## config.mk

```make
export PLATFORM = sky130hd
export DESIGN_NAME = mmu_sequencer_flat
export DESIGN_NICKNAME = d
export VERILOG_FILES = /design/src/rtl/mmu_sequencer_if.sv /design/src/rtl/mmu_sequencer.sv /design/src/flat_wrapper.sv
export SDC_FILE = /design/constraint.sdc
export NUM_CORES = 1
export LEC_CHECK = 0
export BUFFER_PORTS_ARGS = -buffer_cell sky130_fd_sc_hd__buf_2
export CAP_MARGIN = 20
export CORE_MARGIN = 1.5
export CORE_UTILIZATION = 35
export DETAILED_ROUTE_END_ITERATION = 10
export GPL_TIMING_DRIVEN = 0
export PLACE_DENSITY = 0.66
export SLEW_MARGIN = 20
export SYNTH_ARGS = -nofsm -noshare
export SYNTH_HDL_FRONTEND = slang
export SYNTH_SLANG_ARGS = --single-unit
```

## constraint.sdc

```tcl
create_clock -name clk -period 3.2 [get_ports clk]
set_input_delay 0.48 -clock clk [delete_from_list [all_inputs] [get_ports clk]]
set_output_delay 0.48 -clock clk [all_outputs]
set_load 0.03 [all_outputs]
```

## src/rtl/mmu_sequencer_if.sv

```systemverilog
// Stream, MMU-side and result signals of the 4x4 systolic tile sequencer.
// master = environment (stream source, MMU model, result sink); slave = sequencer.
interface mmu_sequencer_if #(
  parameter int size      = 4,
  parameter int bit_width = 8,
  parameter int acc_width = 32
);
  logic                          start;
  logic                          busy;
  logic                          done;
  logic                          wt_valid;
  logic                          wt_ready;
  logic [bit_width*size-1:0]     wt_row;
  logic                          dat_valid;
  logic                          dat_ready;
  logic [bit_width*size-1:0]     dat_row;
  logic                          mmu_clr;
  logic                          mmu_control;
  logic [bit_width*size-1:0]     mmu_wt_arr;
  logic [bit_width*size-1:0]     mmu_data_arr;
  logic [acc_width*size-1:0]     mmu_acc_out;
  logic                          res_valid;
  logic [$clog2(size)-1:0]       res_idx;
  logic [acc_width*size-1:0]     res_data;

  modport master (
    output start, wt_valid, wt_row, dat_valid, dat_row, mmu_acc_out,
    input  busy, done, wt_ready, dat_ready, mmu_clr, mmu_control,
           mmu_wt_arr, mmu_data_arr, res_valid, res_idx, res_data
  );

  modport slave (
    input  start, wt_valid, wt_row, dat_valid, dat_row, mmu_acc_out,
    output busy, done, wt_ready, dat_ready, mmu_clr, mmu_control,
           mmu_wt_arr, mmu_data_arr, res_valid, res_idx, res_data
  );
endinterface

```

## src/rtl/mmu_sequencer.sv

```systemverilog
// Sequences one systolic MMU tile: buffer weights/data, preload weights,
// stream skewed data rows, wait out the array latency, capture result rows.
//
// state   | meaning
// --------+------------------------------------------------------------
// IDLE    | waiting for start
// FILL    | accepting size weight rows, then size data rows
// CLR     | one-cycle clear pulse to the array
// WLOAD   | size cycles of weight preload, deepest row first
// STREAM  | 2*size-1 cycles of diagonally skewed data rows
// DRAIN   | res_lat cycles waiting for the first result row
// CAPTURE | size cycles registering mmu_acc_out onto res_data
// DONE    | one-cycle done pulse, last result row still presented
module mmu_sequencer #(
  parameter int size      = 4,
  parameter int bit_width = 8,
  parameter int acc_width = 32,
  parameter int res_lat   = 9
) (
  input logic           clk,
  input logic           reset,
  mmu_sequencer_if.slave bus
);

  typedef enum logic [2:0] {
    IDLE, FILL, CLR, WLOAD, STREAM, DRAIN, CAPTURE, DONE
  } state_t;

  localparam int IDX_W = (size > 1) ? $clog2(size) : 1;
  localparam int SPAN  = (res_lat > 2*size) ? res_lat : 2*size;
  localparam int CNT_W = $clog2(SPAN + 1);
  localparam int ROW_W = bit_width*size;

  localparam logic [IDX_W-1:0] FILL_LAST = IDX_W'(size - 1);
  localparam logic [CNT_W-1:0] WL_LAST   = CNT_W'(size - 1);
  localparam logic [CNT_W-1:0] ST_LAST   = CNT_W'(2*size - 2);
  localparam logic [CNT_W-1:0] DR_LAST   = CNT_W'(res_lat - 1);
  localparam logic [CNT_W-1:0] CP_LAST   = CNT_W'(size - 1);

  state_t           state;
  logic [IDX_W-1:0] fill_idx;
  logic [CNT_W-1:0] cnt;
  logic [ROW_W-1:0] wbuf [size];
  logic [ROW_W-1:0] dbuf [size];

  // Lane k at stream step t carries data row t-k, so rows enter the array on a diagonal.
  function automatic logic [ROW_W-1:0] skew_row(input logic [CNT_W-1:0] t);
    logic [ROW_W-1:0] r;
    int d;
    r = '0;
    for (int k = 0; k < size; k++) begin
      d = int'(t) - k;
      if (d >= 0 && d < size)
        r[k*bit_width +: bit_width] = dbuf[d[IDX_W-1:0]][k*bit_width +: bit_width];
    end
    return r;
  endfunction

  // Tile buffers keep their contents across reset.
  always_ff @(posedge clk) begin
    if (reset && state == FILL) begin
      if (bus.wt_valid && bus.wt_ready)
        wbuf[fill_idx] <= bus.wt_row;
      if (bus.dat_valid && bus.dat_ready)
        dbuf[fill_idx] <= bus.dat_row;
    end
  end

  always_ff @(posedge clk) begin
    if (!reset) begin
      state            <= IDLE;
      fill_idx         <= '0;
      cnt              <= '0;
      bus.busy         <= 1'b0;
      bus.done         <= 1'b0;
      bus.wt_ready     <= 1'b0;
      bus.dat_ready    <= 1'b0;
      bus.res_valid    <= 1'b0;
      bus.mmu_control  <= 1'b0;
      bus.mmu_clr      <= 1'b1;
      bus.mmu_wt_arr   <= '0;
      bus.mmu_data_arr <= '0;
      bus.res_data     <= '0;
      bus.res_idx      <= '0;
    end else begin
      bus.done      <= 1'b0;
      bus.res_valid <= 1'b0;
      bus.mmu_clr   <= 1'b0;
      case (state)
        IDLE: begin
          if (bus.start) begin
            state        <= FILL;
            bus.busy     <= 1'b1;
            bus.wt_ready <= 1'b1;
            fill_idx     <= '0;
            cnt          <= '0;
          end
        end
        FILL: begin
          if (bus.wt_ready && bus.wt_valid) begin
            if (fill_idx == FILL_LAST) begin
              fill_idx      <= '0;
              bus.wt_ready  <= 1'b0;
              bus.dat_ready <= 1'b1;
            end else begin
              fill_idx <= fill_idx + 1'b1;
            end
          end else if (bus.dat_ready && bus.dat_valid) begin
            if (fill_idx == FILL_LAST) begin
              fill_idx      <= '0;
              bus.dat_ready <= 1'b0;
              bus.mmu_clr   <= 1'b1;
              state         <= CLR;
            end else begin
              fill_idx <= fill_idx + 1'b1;
            end
          end
        end
        CLR: begin
          state           <= WLOAD;
          cnt             <= '0;
          bus.mmu_control <= 1'b1;
          bus.mmu_wt_arr  <= wbuf[FILL_LAST];
        end
        WLOAD: begin
          if (cnt == WL_LAST) begin
            state            <= STREAM;
            cnt              <= '0;
            bus.mmu_control  <= 1'b0;
            bus.mmu_wt_arr   <= '0;
            bus.mmu_data_arr <= skew_row('0);
          end else begin
            cnt            <= cnt + 1'b1;
            bus.mmu_wt_arr <= wbuf[IDX_W'(size - 2) - cnt[IDX_W-1:0]];
          end
        end
        STREAM: begin
          if (cnt == ST_LAST) begin
            state            <= DRAIN;
            cnt              <= '0;
            bus.mmu_data_arr <= '0;
          end else begin
            cnt              <= cnt + 1'b1;
            bus.mmu_data_arr <= skew_row(cnt + 1'b1);
          end
        end
        DRAIN: begin
          if (cnt == DR_LAST) begin
            state <= CAPTURE;
            cnt   <= '0;
          end else begin
            cnt <= cnt + 1'b1;
          end
        end
        CAPTURE: begin
          bus.res_valid <= 1'b1;
          bus.res_data  <= bus.mmu_acc_out;
          bus.res_idx   <= cnt[IDX_W-1:0];
          if (cnt == CP_LAST) begin
            state    <= DONE;
            cnt      <= '0;
            bus.busy <= 1'b0;
            bus.done <= 1'b1;
          end else begin
            cnt <= cnt + 1'b1;
          end
        end
        DONE: begin
          state <= IDLE;
        end
        default: begin
          state <= IDLE;
        end
      endcase
    end
  end

endmodule

```

## src/flat_wrapper.sv

```systemverilog
// flat-port wrapper written by rule: the top's interface ports become plain ports
module mmu_sequencer_flat 
#(
  parameter int size      = 4,
  parameter int bit_width = 8,
  parameter int acc_width = 32,
  parameter int res_lat   = 9
)
  (clk, reset, bus_start, bus_wt_valid, bus_wt_row, bus_dat_valid, bus_dat_row, bus_mmu_acc_out, bus_busy, bus_done, bus_wt_ready, bus_dat_ready, bus_mmu_clr, bus_mmu_control, bus_mmu_wt_arr, bus_mmu_data_arr, bus_res_valid, bus_res_idx, bus_res_data);
  mmu_sequencer_if #(.size(size), .bit_width(bit_width), .acc_width(acc_width)) bus_i ();
  input logic clk;
  input logic reset;
  input wire logic [$bits(bus_i.start)-1:0] bus_start;
  input wire logic [$bits(bus_i.wt_valid)-1:0] bus_wt_valid;
  input wire logic [$bits(bus_i.wt_row)-1:0] bus_wt_row;
  input wire logic [$bits(bus_i.dat_valid)-1:0] bus_dat_valid;
  input wire logic [$bits(bus_i.dat_row)-1:0] bus_dat_row;
  input wire logic [$bits(bus_i.mmu_acc_out)-1:0] bus_mmu_acc_out;
  output wire logic [$bits(bus_i.busy)-1:0] bus_busy;
  output wire logic [$bits(bus_i.done)-1:0] bus_done;
  output wire logic [$bits(bus_i.wt_ready)-1:0] bus_wt_ready;
  output wire logic [$bits(bus_i.dat_ready)-1:0] bus_dat_ready;
  output wire logic [$bits(bus_i.mmu_clr)-1:0] bus_mmu_clr;
  output wire logic [$bits(bus_i.mmu_control)-1:0] bus_mmu_control;
  output wire logic [$bits(bus_i.mmu_wt_arr)-1:0] bus_mmu_wt_arr;
  output wire logic [$bits(bus_i.mmu_data_arr)-1:0] bus_mmu_data_arr;
  output wire logic [$bits(bus_i.res_valid)-1:0] bus_res_valid;
  output wire logic [$bits(bus_i.res_idx)-1:0] bus_res_idx;
  output wire logic [$bits(bus_i.res_data)-1:0] bus_res_data;
  assign bus_i.start = bus_start;
  assign bus_i.wt_valid = bus_wt_valid;
  assign bus_i.wt_row = bus_wt_row;
  assign bus_i.dat_valid = bus_dat_valid;
  assign bus_i.dat_row = bus_dat_row;
  assign bus_i.mmu_acc_out = bus_mmu_acc_out;
  assign bus_busy = bus_i.busy;
  assign bus_done = bus_i.done;
  assign bus_wt_ready = bus_i.wt_ready;
  assign bus_dat_ready = bus_i.dat_ready;
  assign bus_mmu_clr = bus_i.mmu_clr;
  assign bus_mmu_control = bus_i.mmu_control;
  assign bus_mmu_wt_arr = bus_i.mmu_wt_arr;
  assign bus_mmu_data_arr = bus_i.mmu_data_arr;
  assign bus_res_valid = bus_i.res_valid;
  assign bus_res_idx = bus_i.res_idx;
  assign bus_res_data = bus_i.res_data;
  mmu_sequencer #(.size(size), .bit_width(bit_width), .acc_width(acc_width), .res_lat(res_lat)) u_core (.clk(clk), .reset(reset), .bus(bus_i));
endmodule
```

=== Word level (Yosys, flattened, before mapping) ===
Memories as Yosys holds them, arrays and structs flattened.
Index checks and enable logic that the tools add are counted.

* Memories: 2
* Output and inout bits: 201
* Word-level logic and storage cells: 125
* Bits in writable memories: 256
* Input bits: 197
* Bits in registers: 210

* Order comparisons: 8
* Reduce and logical (&&, ||, !) cells: 24
* Eq/ne operators: 21
* Multiplexer cells: 50
* $add $sub $neg: 6

{| class="wikitable"
|+ Memories
! memory !! words !! bits a word !! read ports !! clocked after Yosys merged registers in !! write ports !! RTL line !! RTL
|-
| u_core.dbuf || 4 || 32 || 5 || 0 || 1 || mmu_sequencer.sv:44 || <nowiki>logic [ROW_W-1:0] dbuf [size];</nowiki>
|-
| u_core.wbuf || 4 || 32 || 2 || 0 || 1 || mmu_sequencer.sv:43 || <nowiki>logic [ROW_W-1:0] wbuf [size];</nowiki>
|}

{| class="wikitable"
|+ Operator list
! operator !! number
|-
| $pmux W32 S2 || 2
|-
| $ge A32 B1 Y1 const B || 3
|-
| $lt A32 B4 Y1 const B || 3
|-
| $mux W32 || 3
|-
| $mux W8 || 4
|-
| $mux W3 || 8
|-
| $pmux W3 S8 || 1
|-
| $pmux W4 S5 || 1
|-
| $mux W1 || 19
|-
| $mux W4 || 4
|-
| $eq A3 B3 Y1 const B || 4
|-
| $ne A2 B2 Y1 const B || 5
|-
| $reduce_bool A2 Y1 || 5
|-
| $sub A4 B2 Y5 const B || 2
|-
| $reduce_and A3 Y1 || 3
|-
| $mux W2 || 4
|-
| $ne A2 B1 Y1 const B || 4
|-
| $reduce_and A2 Y1 || 4
|-
| $reduce_and A8 Y1 || 1
|-
| $logic_and A1 B1 Y1 || 7
|-
| $eq A3 B2 Y1 const B || 2
|-
| $pmux W1 S2 || 3
|-
| $reduce_bool A5 Y1 || 1
|-
| $sub A4 B1 Y5 const B || 1
|-
| 15 further kinds || 15
|}

=== Depth between registers and ports, before layout ===
Gate-level depths: netlist (run 1).

* Depth in word-level cells: 7
* Depth in mapped cells: 12

=== Worst setup path before layout (run 1) ===
No wires, ideal clock.

* Path kind: register to register
* Start: register u_core.cnt[0]
* End: register u_core.bus.mmu_data_arr[30] (netlist name)
* Clock period less this slack: 2.820 ns
* Path slack: 0.380 ns
* Buffers on the path: 6
* Arrival time: 2.699 ns
* Data required time: 3.079 ns
* Setup time: 0.121 ns
* Stages on the path, launching flop included: 12
* Cells stage by stage: dfxtp_1 buf_2 buf_2 clkbuf_1 inv_1 ha_1 clkbuf_1 buf_2 buf_1 mux4_2 nand4_1 o2bb2ai_1

* Longest elaborated chain between the ends: 7

{| class="wikitable"
|+ Ends and longest elaborated chain
! element !! RTL line !! RTL
|-
| start, declared || mmu_sequencer.sv:42 || <nowiki>logic [CNT_W-1:0] cnt;</nowiki>
|-
| start signal, assigned || mmu_sequencer.sv:133 || <nowiki>cnt <= cnt + 1'b1;</nowiki>
|-
| start signal, assigned || mmu_sequencer.sv:143 || <nowiki>cnt <= cnt + 1'b1;</nowiki>
|-
| start signal, assigned || mmu_sequencer.sv:152 || <nowiki>cnt <= cnt + 1'b1;</nowiki>
|-
| $add A4 B1 Y4 || mmu_sequencer.sv:144 || <nowiki>bus.mmu_data_arr <= skew_row(cnt + 1'b1);</nowiki>
|-
| $sub A4 B2 Y5 || mmu_sequencer.sv:52 || <nowiki>d = int'(t) - k;</nowiki>
|-
| $ge A32 B1 Y1 / $lt A32 B4 Y1 (equally long branches) || mmu_sequencer.sv:53 || <nowiki>if (d >= 0 && d < size)</nowiki>
|-
| $logic_and A1 B1 Y1 || mmu_sequencer.sv:53 ||
|-
| $mux W8 || mmu_sequencer.sv:53 ||
|-
| $mux W32 || mmu_sequencer.sv:138 || <nowiki>if (cnt == ST_LAST) begin</nowiki>
|-
| $pmux W32 S2 || mmu_sequencer.sv:89 || <nowiki>case (state)</nowiki>
|-
| end signal, assigned || mmu_sequencer.sv:131 || <nowiki>bus.mmu_data_arr <= skew_row('0);</nowiki>
|-
| end signal, assigned || mmu_sequencer.sv:144 ||
|-
| end, declared || mmu_sequencer_if.sv:35 || <nowiki>mmu_wt_arr, mmu_data_arr, res_valid, res_idx, res_data</nowiki>
|}

Several ways; a longest one is shown, not always the timed one.
A chain may end at the register's enable or synchronous reset.

=== Worst setup path in the final report (run 1) ===
* Start: register u_core.cnt[0]
* End: register u_core.bus.mmu_wt_arr[6] (netlist name)

* Longest elaborated chain between the ends: 4

{| class="wikitable"
|+ Ends and longest elaborated chain
! element !! RTL line !! RTL
|-
| $sub A2 B2 Y2 || mmu_sequencer.sv:134 || <nowiki>bus.mmu_wt_arr <= wbuf[IDX_W'(size - 2) - cnt[IDX_W-1:0]];</nowiki>
|-
| $mem_v2 Z4 W32 || - ||
|-
| $mux W32 (*) || mmu_sequencer.sv:126 || <nowiki>if (cnt == WL_LAST) begin</nowiki>
|-
| $pmux W32 S2 (*) || mmu_sequencer.sv:89 ||
|-
| end signal, assigned || mmu_sequencer.sv:123 || <nowiki>bus.mmu_wt_arr <= wbuf[FILL_LAST];</nowiki>
|-
| end signal, assigned || mmu_sequencer.sv:134 ||
|-
| end, declared || mmu_sequencer_if.sv:35 ||
|}

Mark *: on every way between the ends. The rest lies on a longest branch, timed or not.

==> results.json, run 1 <==
{
  "vias": 12500,
  "netlist_area_um2": 17400,
  "r2r_cells": 12,
  "ios": 398,
  "hpwl_mm": 36.5,
  "cts_num_sinks": 466,
  "setup_tns_ns": 0,
  "drive_gt1_share_pct": 31.6,
  "rsz0062_at_grt": "false",
  "period_share_pct": 92.7,
  "synth_edf_count": 256,
  "combinationalPowerShare_pct": 2.2,
  "run_status": "completed",
  "r2r_slack_ns": 0.23,
  "ys.flop_type": "edfxtp_1",
  "power_switching_w": 0.00246,
  "syn_nets": 1565,
  "ctsHtreeMaxLevel": 2,
  "area.growth.synth_to_final_pct": 26.5,
  "wirelength_mm": 50.4,
  "clk_pin_slew_ns": 0.06,
  "drt_iter0_markers": 685,
  "cts_root_buf": "clkbuf_16",
  "track_usage_pct": 19.2,
  "tightest_slew_ns": 0.853,
  "vias_per_cell": 4.96,
  "synth-seq-cells": 466,
  "fin_skew_ns": 0.0208,
  "fmax_mhz": 337,
  "setup_violations": 0,
  "critPathTopFamily": "buffers and inverters",
  "die_h_um": 226,
  "hold_class": "input pin to flip-flop",
  "slew_viol_final": 0,
  "die_width_um": 226,
  "clk_path_buf_depth": 3,
  "cts_made_buffers": 48,
  "fin_nets": 2022,
  "slowest_stage": "dfxtp_2",
  "clk_latency_ns": 0.59,
  "async_flop_share_pct": 0,
  "grt_max_degree": 26,
  "dp_worst_setup_slack_ns": -1.23,
  "crit_buf_inv": 7,
  "cp.required_ns": 3.65,
  "p_int_w": 0.00948,
  "start_util_pct": 35.5,
  "final_cells": 2525,
  "finalPower_w": 0.0119,
  "critPathLaunchType": "flip-flop",
  "place.gp.congestion": 0.825,
  "design_area_um2": 22000,
  "p_clk_share_pct": 44.9,
  "dp_cells": 2428,
  "ys_seq_area_share_pct": 68.3,
  "grt_first_pass_wirelength_mm": 73.2,
  "tritoncts": "done",
  "cp_cell_sequence": "buf_6 > buf_6 > clkbuf_8 > inv_1 > ha_1 > clkbuf_1 > and2_1 > clkbuf_1 > clkbuf_4 > o2bb2ai_1 > a221oi_2 > nor2_1",
  "syn_area_per_cell_um2": 12.8,
  "drtPass1Iterations": 7,
  "worstPathMaxFanout": 10,
  "crit_type": "flip-flop to flip-flop",
  "seqPwrFrac_pct": 52.9,
  "yosysUniqueCellTypes": 54,
  "syn_inst": 1359,
  "finalHoldViolations": 0,
  "peakVddDrop_uv": 385,
  "route.detailed.drc": 0,
  "cp.arrival_ns": 3.41,
  "power.density_nw_per_um2": 542,
  "ys_warn_count": 0,
  "overflow": 0,
  "leakagePower_nw": 8.27,
  "whs_path_depth": 1,
  "max_slew_margin_pct": 42.7,
  "core_um2": 49000,
  "critPathCaptureType": "flip-flop",
  "hold_buffers": 0,
  "rows": 81,
  "portBuffers": 397,
  "drv_cap": 0,
  "wl_per_cell_um": 20.0,
  "antenna_found_initial": 10,
  "postPlaceCellArea_um2": 20400,
  "worst_slack_ns": 0.234,
  "dieArea_um2": 51100,
  "critPathMaxStageDelay_ns": 0.38,
  "post-route-min-period_ns": 2.97,
  "swShare_pct": 20.6,
  "ant_nets": 0,
  "path_depth": 12,
  "grt_pass1_vias": 12500
}
[synthesized netlist by cell type (2+ instances only)]
cell         n  area [um2]
a21oi_1    138         691
and2_1      10        62.6
nor4bb_1     2        20.0
mux2i_1     33         330
a221oi_2    29         435
buf_1        3        11.3
buf_2       23         115
clkbuf_1    65         244
or3b_2       2        17.5
xnor2_1      4        35.0
nand4_1     12        75.1
inv_1       34         128
nand3b_1     3        22.5
o2bb2ai_1   56         490
o21ai_0     48         240
buf_4        2        15.0
ha_1         9         113
o22ai_1      2        12.5
dfxtp_1    210        4200
nor3b_1      2        15.0
nor3_1      13        65.1
buf_6        3        33.8
and3b_1      2        17.5
a221oi_1     3        26.3
nand2b_1     2        12.5
mux4_2      32         721
nor2_1      56         210
o221ai_1     3        26.3
o32a_1       9        90.1
nand3_1      7        35.0
nand2_1    264         991
edfxtp_1   256        7690
[what timing repair did]
item,4_1_cts,5_1_grt
pin swaps,2,1
setup endpoints to repair,69,48
resized for setup,14,9
buffers inserted,2,0
cloned,0,0
[registers in the layout, indices dropped and copies added, names as in the netlist, 2 cells and up]
signal,cells
u_core.bus.res_idx,2
u_core.bus.res_data,128
u_core.fill_idx,2
u_core.bus.mmu_data_arr,32
u_core.bus.mmu_wt_arr,32
u_core.state,3
u_core.wbuf,128
u_core.cnt,4
u_core.dbuf,128
[power groups by stage]
stage | combinational, W | sequential (W) | clock (W)
floorplan | 0.0000593 | 0.00645 | 0
global placement | 0.000257 | 0.00645 | 0
detailed placement | 0.000266 | 0.00645 | 0
CTS | 0.000267 | 0.00632 | 0.00550
global route | 0.000291 | 0.00631 | 0.00573
finish | 0.000264 | 0.00632 | 0.00536
[cell usage in the layout (no fill, tap or decap), drive strengths merged, types with 10 or more instances in the layout]
master / Yosys / layout
buf: 31 / 438
nand2: 264 / 264
edfxtp: 256 / 256
dfxtp: 210 / 210
clkbuf: 65 / 140
a21oi: 138 / 138
nor2: 56 / 56
o2bb2ai: 56 / 56
o21ai: 48 / 48
inv: 35 / 38
mux2i: 33 / 33
mux4: 32 / 32
a221oi: 32 / 32
nor3: 13 / 13
nand4: 12 / 12
and2: 10 / 10
[layout make-up]
| class | count | area, um2 |
|---|---|---|
| inverters | 35 | 131 |
| well taps | 664 | 831 |
| flip-flops and latches | 466 | 11900 |
| fillers | 4520 | 26900 |
| multi-input cells | 762 | 4970 |
| plain buffers | 96 | 473 |
| diodes | 6 | 15.0 |
| repair buffers | 407 | 2190 |
| clock inverters | 14 | 136 |
| clock buffers | 75 | 1380 |
[cell families after synthesis]
group,count (synthesis),synth area share [%]
AO/OA/AOI/OAI,300,12.2
adder cells (fa/ha/maj),9,0.647
XOR/XNOR,6,0.381
buffers and inverters,131,3.16
flip-flops,466,68.3
multiplexers,66,6.11
AND/OR/NAND/NOR,381,9.14
[worst register-to-register path, delay by kind of cell (launching register included)]
| family | cells | cell delay [ns] |
|---|---|---|
| buf+inv | 7 | 1.35 |
| compound gates | 2 | 0.52 |
| flops | 1 | 0.38 |
| fa+ha+maj | 1 | 0.33 |
| simple gates | 2 | 0.26 |
[path summary, 6_finish.rpt]
| path | startpoint | endpoint |
|---|---|---|
| setup / recovery | u_core.cnt[0] | u_core.bus.mmu_wt_arr[6] |
| hold / removal | bus_dat_row[19] | u_core.dbuf[0][19] |
| setup reg to reg | u_core.cnt[0] | u_core.bus.mmu_wt_arr[6] |
| hold reg to reg | u_core.bus.res_data[88] | u_core.bus.res_data[88] |
[stage by stage]
step / util (%) / hold WS (ns)
after floorplan: - / 0.485
after global placement: 41.3 / 0.439
after detailed placement: 41.7 / 0.444
after CTS: 44.9 / 0.0670
after global routing: 45.0 / 0.0795
final: 45.0 / 0.107
[routing by layer]
metal | up-vias | track usage (%) | part of all wire, %
met1 | 6062 | 21.8 | 38
met2 | 455 | 33.1 | 49
met4 | 8 | 11.2 | 5.6
met5 | - | 0 | 0.093
li1 | 5876 | - | -
met3 | 120 | 4.22 | 7.1
No activity file was read; power rests on OpenSTA's default activity.
==> run 2, diff against run 1 <==
Settings changed: CORE_UTILIZATION 35 to 45, CTS_BUF_LIST from default to sky130_fd_sc_hd__clkbuf_16, PLACE_DENSITY 0.66 to 0.78.
==> results.json, run 2 (synthesis gave the netlist of run 1 again) <==
{
  "post-route-min-period_ns": 3.04,
  "fmax_mhz": 328,
  "ctsHtreeMaxLevel": 2,
  "drt_iter0_markers": 747,
  "fin_nets": 2021,
  "seq_area_um2": 11900,
  "seqPwrFrac_pct": 52.6,
  "tightest_slew_ns": 0.815,
  "max_slew_margin_pct": 45.7,
  "multi_input_area_um2": 4970,
  "grt_first_pass_wirelength_mm": 71.4,
  "layout_common_cells": "buf_2 (417), nand2_1 (264), edfxtp_1 (256), dfxtp_1 (210), a21oi_1 (138)",
  "tritoncts": "done",
  "vias_per_cell": 5.33,
  "ant_nets": 0,
  "hold_buffers": 0,
  "clk_path_buf_depth": 3,
  "swShare_pct": 20.7,
  "die_width_um": 200,
  "cts_made_buffers": 47,
  "crit_path_start": "u_core.cnt[0]",
  "finalHoldViolations": 0,
  "final_cells": 2371,
  "grt_max_degree": 20,
  "period_share_pct": 95.1,
  "finalPower_w": 0.0120,
  "combinationalPowerShare_pct": 2.2,
  "wl_per_cell_um": 20.6,
  "route.detailed.drc": 0,
  "drive_gt1_share_pct": 31.2,
  "drtPass1Iterations": 6,
  "wirelength_mm": 48.8,
  "crit_type": "flip-flop to flip-flop",
  "overflow": 0,
  "largestRegisters": "u_core.bus.res_data: 128 flops, u_core.dbuf: 128 flops, u_core.wbuf: 128 flops",
  "worstSetupEndpoint": "u_core.bus.mmu_data_arr[6]",
  "leakagePower_nw": 8.37,
  "start_util_pct": 46.0,
  "nFillCells": 3068,
  "cp.arrival_ns": 3.56,
  "final_common_cell": "buf_2",
  "cts_num_sinks": 466,
  "critPathCaptureType": "flip-flop",
  "cp.required_ns": 3.71,
  "worstReg2RegStart": "u_core.cnt[0]",
  "design_area_um2": 21900,
  "core_um2": 37800,
  "grt_pass1_vias": 12500,
  "track_usage_pct": 24.0,
  "ios": 398,
  "p_clk_share_pct": 45.2,
  "hpwl_mm": 34.6,
  "clk_pin_slew_ns": 0.06,
  "die_h_um": 200,
  "drv_cap": 0,
  "reg2reg_to": "u_core.bus.mmu_data_arr[6]",
  "place.gp.congestion": 0.891,
  "dieArea_um2": 39900,
  "clk_latency_ns": 0.60,
  "r2r_slack_ns": 0.16,
  "holdWs_ns": 0.0897,
  "p_int_w": 0.00952,
  "fin_skew_ns": 0.0283,
  "hold_class": "input pin to flip-flop",
  "antenna_found_initial": 13,
  "cts_root_buf": "clkbuf_16",
  "peakVddDrop_uv": 417,
  "r2r_cells": 10,
  "power.density_nw_per_um2": 549,
  "area.growth.synth_to_final_pct": 25.7,
  "critPathLaunchType": "flip-flop",
  "vias": 12600,
  "worstPathMaxFanout": 10,
  "dp_cells": 2275,
  "run_status": "completed",
  "rsz0062_at_grt": "false",
  "power_switching_w": 0.00248,
  "portBuffers": 397,
  "setup_violations": 0,
  "postPlaceCellArea_um2": 20300,
  "slew_viol_final": 0,
  "rows": 71
}
[run 2: changes by cell type in the layout (fill, tap and decap cells not counted), sizes merged]
cell / before / now
clkbuf: 140 / 110
clkinv: 7 / 14
bufinv: 1 / 5
clkinvlp: 3 / 2
buf: 438 / 440
inv: 38 / 55
[run 2: worst min path at each step]
| stage | startpoint | end | slack (ns) | cells after the start |
|---|---|---|---|---|
| global route | bus_dat_row[30] | u_core.dbuf[3][30] | 0.06 | 1 |
| detailed placement | u_core.bus.mmu_data_arr[21] | u_core.bus.mmu_data_arr[21] | 0.44 | 1 |
| global placement | u_core.bus.res_data[104] | u_core.bus.res_data[104] | 0.44 | 2 |
| finish | bus_dat_row[30] | u_core.dbuf[3][30] | 0.09 | 1 |
| floorplan | u_core.wbuf[3][0] | u_core.bus.mmu_wt_arr[0] | 0.48 | 2 |
| CTS | bus_dat_row[30] | u_core.dbuf[3][30] | 0.04 | 1 |
[run 2: per-layer routing]
layer	share of wire (%)	vias up	track usage (%)
met4	4.9	10	13.8
met3	7.8	129	5.86
met5	0.13	-	0
met1	37	6103	26.8
met2	50	526	41.8
li1	-	5878	-
[run 2: cell type report]
type / count / share of cell area (%)
antenna: 6 / 0.0686
buffer: 96 / 2.11
clock buffer: 47 / 5.38
clock inverter: 41 / 1.69
inverter: 35 / 0.601
multi-input combinational: 762 / 22.7
sequential: 466 / 54.4
tap: 511 / 2.92
timing repair buffer: 407 / 10.2
[run 2: metrics by stage]
stage	setup slack, ns	TNS [ns]	utilization, %
after global placement	-0.764	-77.43	52.9
after floorplan	0.380	0	-
after CTS	0.0531	0	57.7
final	0.156	0	57.8
after detailed placement	-0.888	-42.33	53.5
after global routing	0.0236	0	57.8
[run 2: timing repair]
item | in CTS | in global routing
setup endpoints to repair | 67 | 15
pin swaps | 2 | 0
cloned | 0 | 0
buffers inserted | 2 | 0
gates resized for setup | 13 | 6
[run 2: critical path, stage by stage, from the launching register on]
cell and delay (ns):
dfxtp_1 0.41, buf_6 0.20, buf_6 0.21, clkbuf_4 0.28
inv_1 0.09, ha_1 0.26, nand3b_1 0.16, clkbuf_1 0.38
nand3_1 0.38, o32a_1 0.48, nor2_1 0.11
[run 2: power by group through the flow]
stage | Clock (W) | Combinational [W] | Sequential [W]
detailed placement | 0 | 0.000260 | 0.00645
global placement | 0 | 0.000248 | 0.00645
finish | 0.00542 | 0.000262 | 0.00632
floorplan | 0 | 0.0000593 | 0.00645
CTS | 0.00552 | 0.000261 | 0.00632
global route | 0.00574 | 0.000286 | 0.00631
==> run 3, diff against run 2 <==
Settings changed: CORE_ASPECT_RATIO from default to 1.1, REMOVE_ABC_BUFFERS from default to 1.
==> results.json, run 3 (synthesis gave the netlist of run 1 again) <==
{
  "run_status": "completed",
  "hold_class": "input pin to flip-flop",
  "period_share_pct": 93.4,
  "portBuffers": 397,
  "track_usage_pct": 22.0,
  "clk_path_buf_depth": 3,
  "drv_cap": 0,
  "post-route-min-period_ns": 2.99,
  "cp.required_ns": 3.71,
  "vias": 12300,
  "cp_common_cell": "inv_1",
  "route.detailed.drc": 0,
  "rsz0062_at_grt": "false",
  "cts_root_buf": "clkbuf_16",
  "antenna_found_initial": 8,
  "ant_nets": 0,
  "area.growth.synth_to_final_pct": 25.1,
  "peakVddDrop_uv": 462,
  "ios": 398,
  "cp_cell_sequence": "inv_1 > ha_4 > buf_12 > inv_1 > ha_1 > xnor3_1 > nand3b_1 > o2bb2ai_1",
  "fin_nets": 1940,
  "place.gp.congestion": 0.833,
  "dp_worst_setup_slack_ns": -0.607,
  "critPathCaptureType": "flip-flop",
  "worst_slack_ns": 0.212,
  "dieArea_um2": 39900,
  "grt_max_degree": 108,
  "die_h_um": 209,
  "grt_pass1_vias": 11700,
  "wirelength_mm": 45.0,
  "nFillCells": 3152,
  "grt_first_pass_wirelength_mm": 67.1,
  "clk_latency_ns": 0.58,
  "slowest_stage": "dfxtp_4",
  "final_cells": 2273,
  "ctsHtreeMaxLevel": 2,
  "cts_made_buffers": 46,
  "setup_violations": 0,
  "power.density_nw_per_um2": 548,
  "vias_per_cell": 5.39,
  "cp.arrival_ns": 3.49,
  "dp_cells": 2182,
  "hpwl_mm": 29.4,
  "drtPass1Iterations": 7,
  "crit_type": "flip-flop to flip-flop",
  "tightest_slew_ns": 1.03,
  "cts_num_sinks": 466,
  "drive_gt1_share_pct": 32.7,
  "max_slew_margin_pct": 30.7,
  "slew_viol_final": 0,
  "core_um2": 38100,
  "wl_per_cell_um": 19.8,
  "critPathLaunchType": "flip-flop",
  "worstPathMaxFanout": 29,
  "tritoncts": "done",
  "hold_buffers": 0,
  "rows": 75,
  "largestRegisters": "u_core.bus.res_data: 128 flops, u_core.dbuf: 128 flops, u_core.wbuf: 128 flops",
  "clk_pin_slew_ns": 0.07,
  "fmax_mhz": 335,
  "start_util_pct": 45.7,
  "fin_skew_ns": 0.0200,
  "layout_common_cells": "buf_2 (396), nand2_1 (263), edfxtp_1 (256), dfxtp_1 (209), a21oi_1 (138)",
  "critPathMaxStageDelay_ns": 0.64,
  "die_width_um": 190,
  "finalHoldViolations": 0,
  "overflow": 0,
  "drt_iter0_markers": 1161,
  "leakagePower_nw": 8.20,
  "final_common_cell": "buf_2"
}
## run 3: changes by cell type in the layout (fill, tap and decap cells not counted), sizes merged
cell / before / now
clkbuf: 110 / 48
clkinvlp: 2 / 4
clkinv: 14 / 22
diode: 6 / 2
inv: 55 / 43
buf: 440 / 423
bufinv: 5 / 3
## run 3: per-layer routing
layer | track usage [%] | share of wire, % | vias to the layer above
met3 | 5.24 | 7.9 | 93
met4 | 7.98 | 2.9 | 10
met1 | 29.0 | 41 | 5951
met5 | 0 | 0.16 | -
li1 | - | - | 5699
met2 | 35.2 | 48 | 500
## run 3: report_power, final
part	internal (W)	switching [W]	total, W
Clock	0.00300	0.00236	0.00536
Sequential	0.00631	0.00000781	0.00632
Combinational	0.000108	0.000141	0.000250
Total	0.00941	0.00251	0.0119
## run 3: area by class of cell
cell class / instances / area [um2] / share of cell area (%)
Clock buffer: 48 / 1200 / 5.52
Sequential cell: 466 / 11900 / 54.7
Inverter: 35 / 136 / 0.627
Tap cell: 500 / 626 / 2.87
Antenna cell: 2 / 5.00 / 0.0230
Timing Repair Buffer: 423 / 2570 / 11.8
Clock inverter: 37 / 303 / 1.39
Multi-Input combinational cell: 762 / 5030 / 23.1
## run 3: path summary, 6_finish.rpt
kind | from | end | slack (ns) | cells past startpoint
max | u_core.cnt[0] | u_core.bus.mmu_data_arr[16] | 0.21 | 8
min | bus_wt_row[21] | u_core.wbuf[0][21] | 0.10 | 1
max reg2reg | u_core.cnt[0] | u_core.bus.mmu_data_arr[16] | 0.21 | 8
min reg2reg | u_core.bus.res_data[30] | u_core.bus.res_data[30] | 0.45 | 2
## run 3: timing repair
item,4_1_cts,5_1_grt
pin swaps,2,1
buffers inserted,3,1
hold endpoints to repair,0,0
resized for setup,0,0
setup endpoints to repair,48,8
## run 3: critical path, delay by kind of cell, from the launching register on
kind	cells	cell delay, ns
adders and majority gates	2	0.75
and+or+nand+nor	1	0.35
AOI/OAI and AO/OA	1	0.28
xor gates and xnor gates	1	0.28
buffers and inverters	3	0.59
DFF	1	0.64
## run 3: stage by stage
step | utilization (%) | power [W] | instance area (um2) | setup TNS [ns] | hold slack [ns]
finish | 57.1 | 0.0119 | 21800 | 0 | 0.101
global route | 57.1 | 0.0123 | 21800 | 0 | 0.0835
CTS | 57.1 | 0.0120 | 21700 | 0 | 0.0698
detailed placement | 53.0 | 0.00669 | 20200 | -14.23 | 0.443
global placement | 51.4 | 0.00667 | 19600 | -744.75 | 0.438
floorplan | - | 0.00650 | 17000 | -207.43 | 0.485
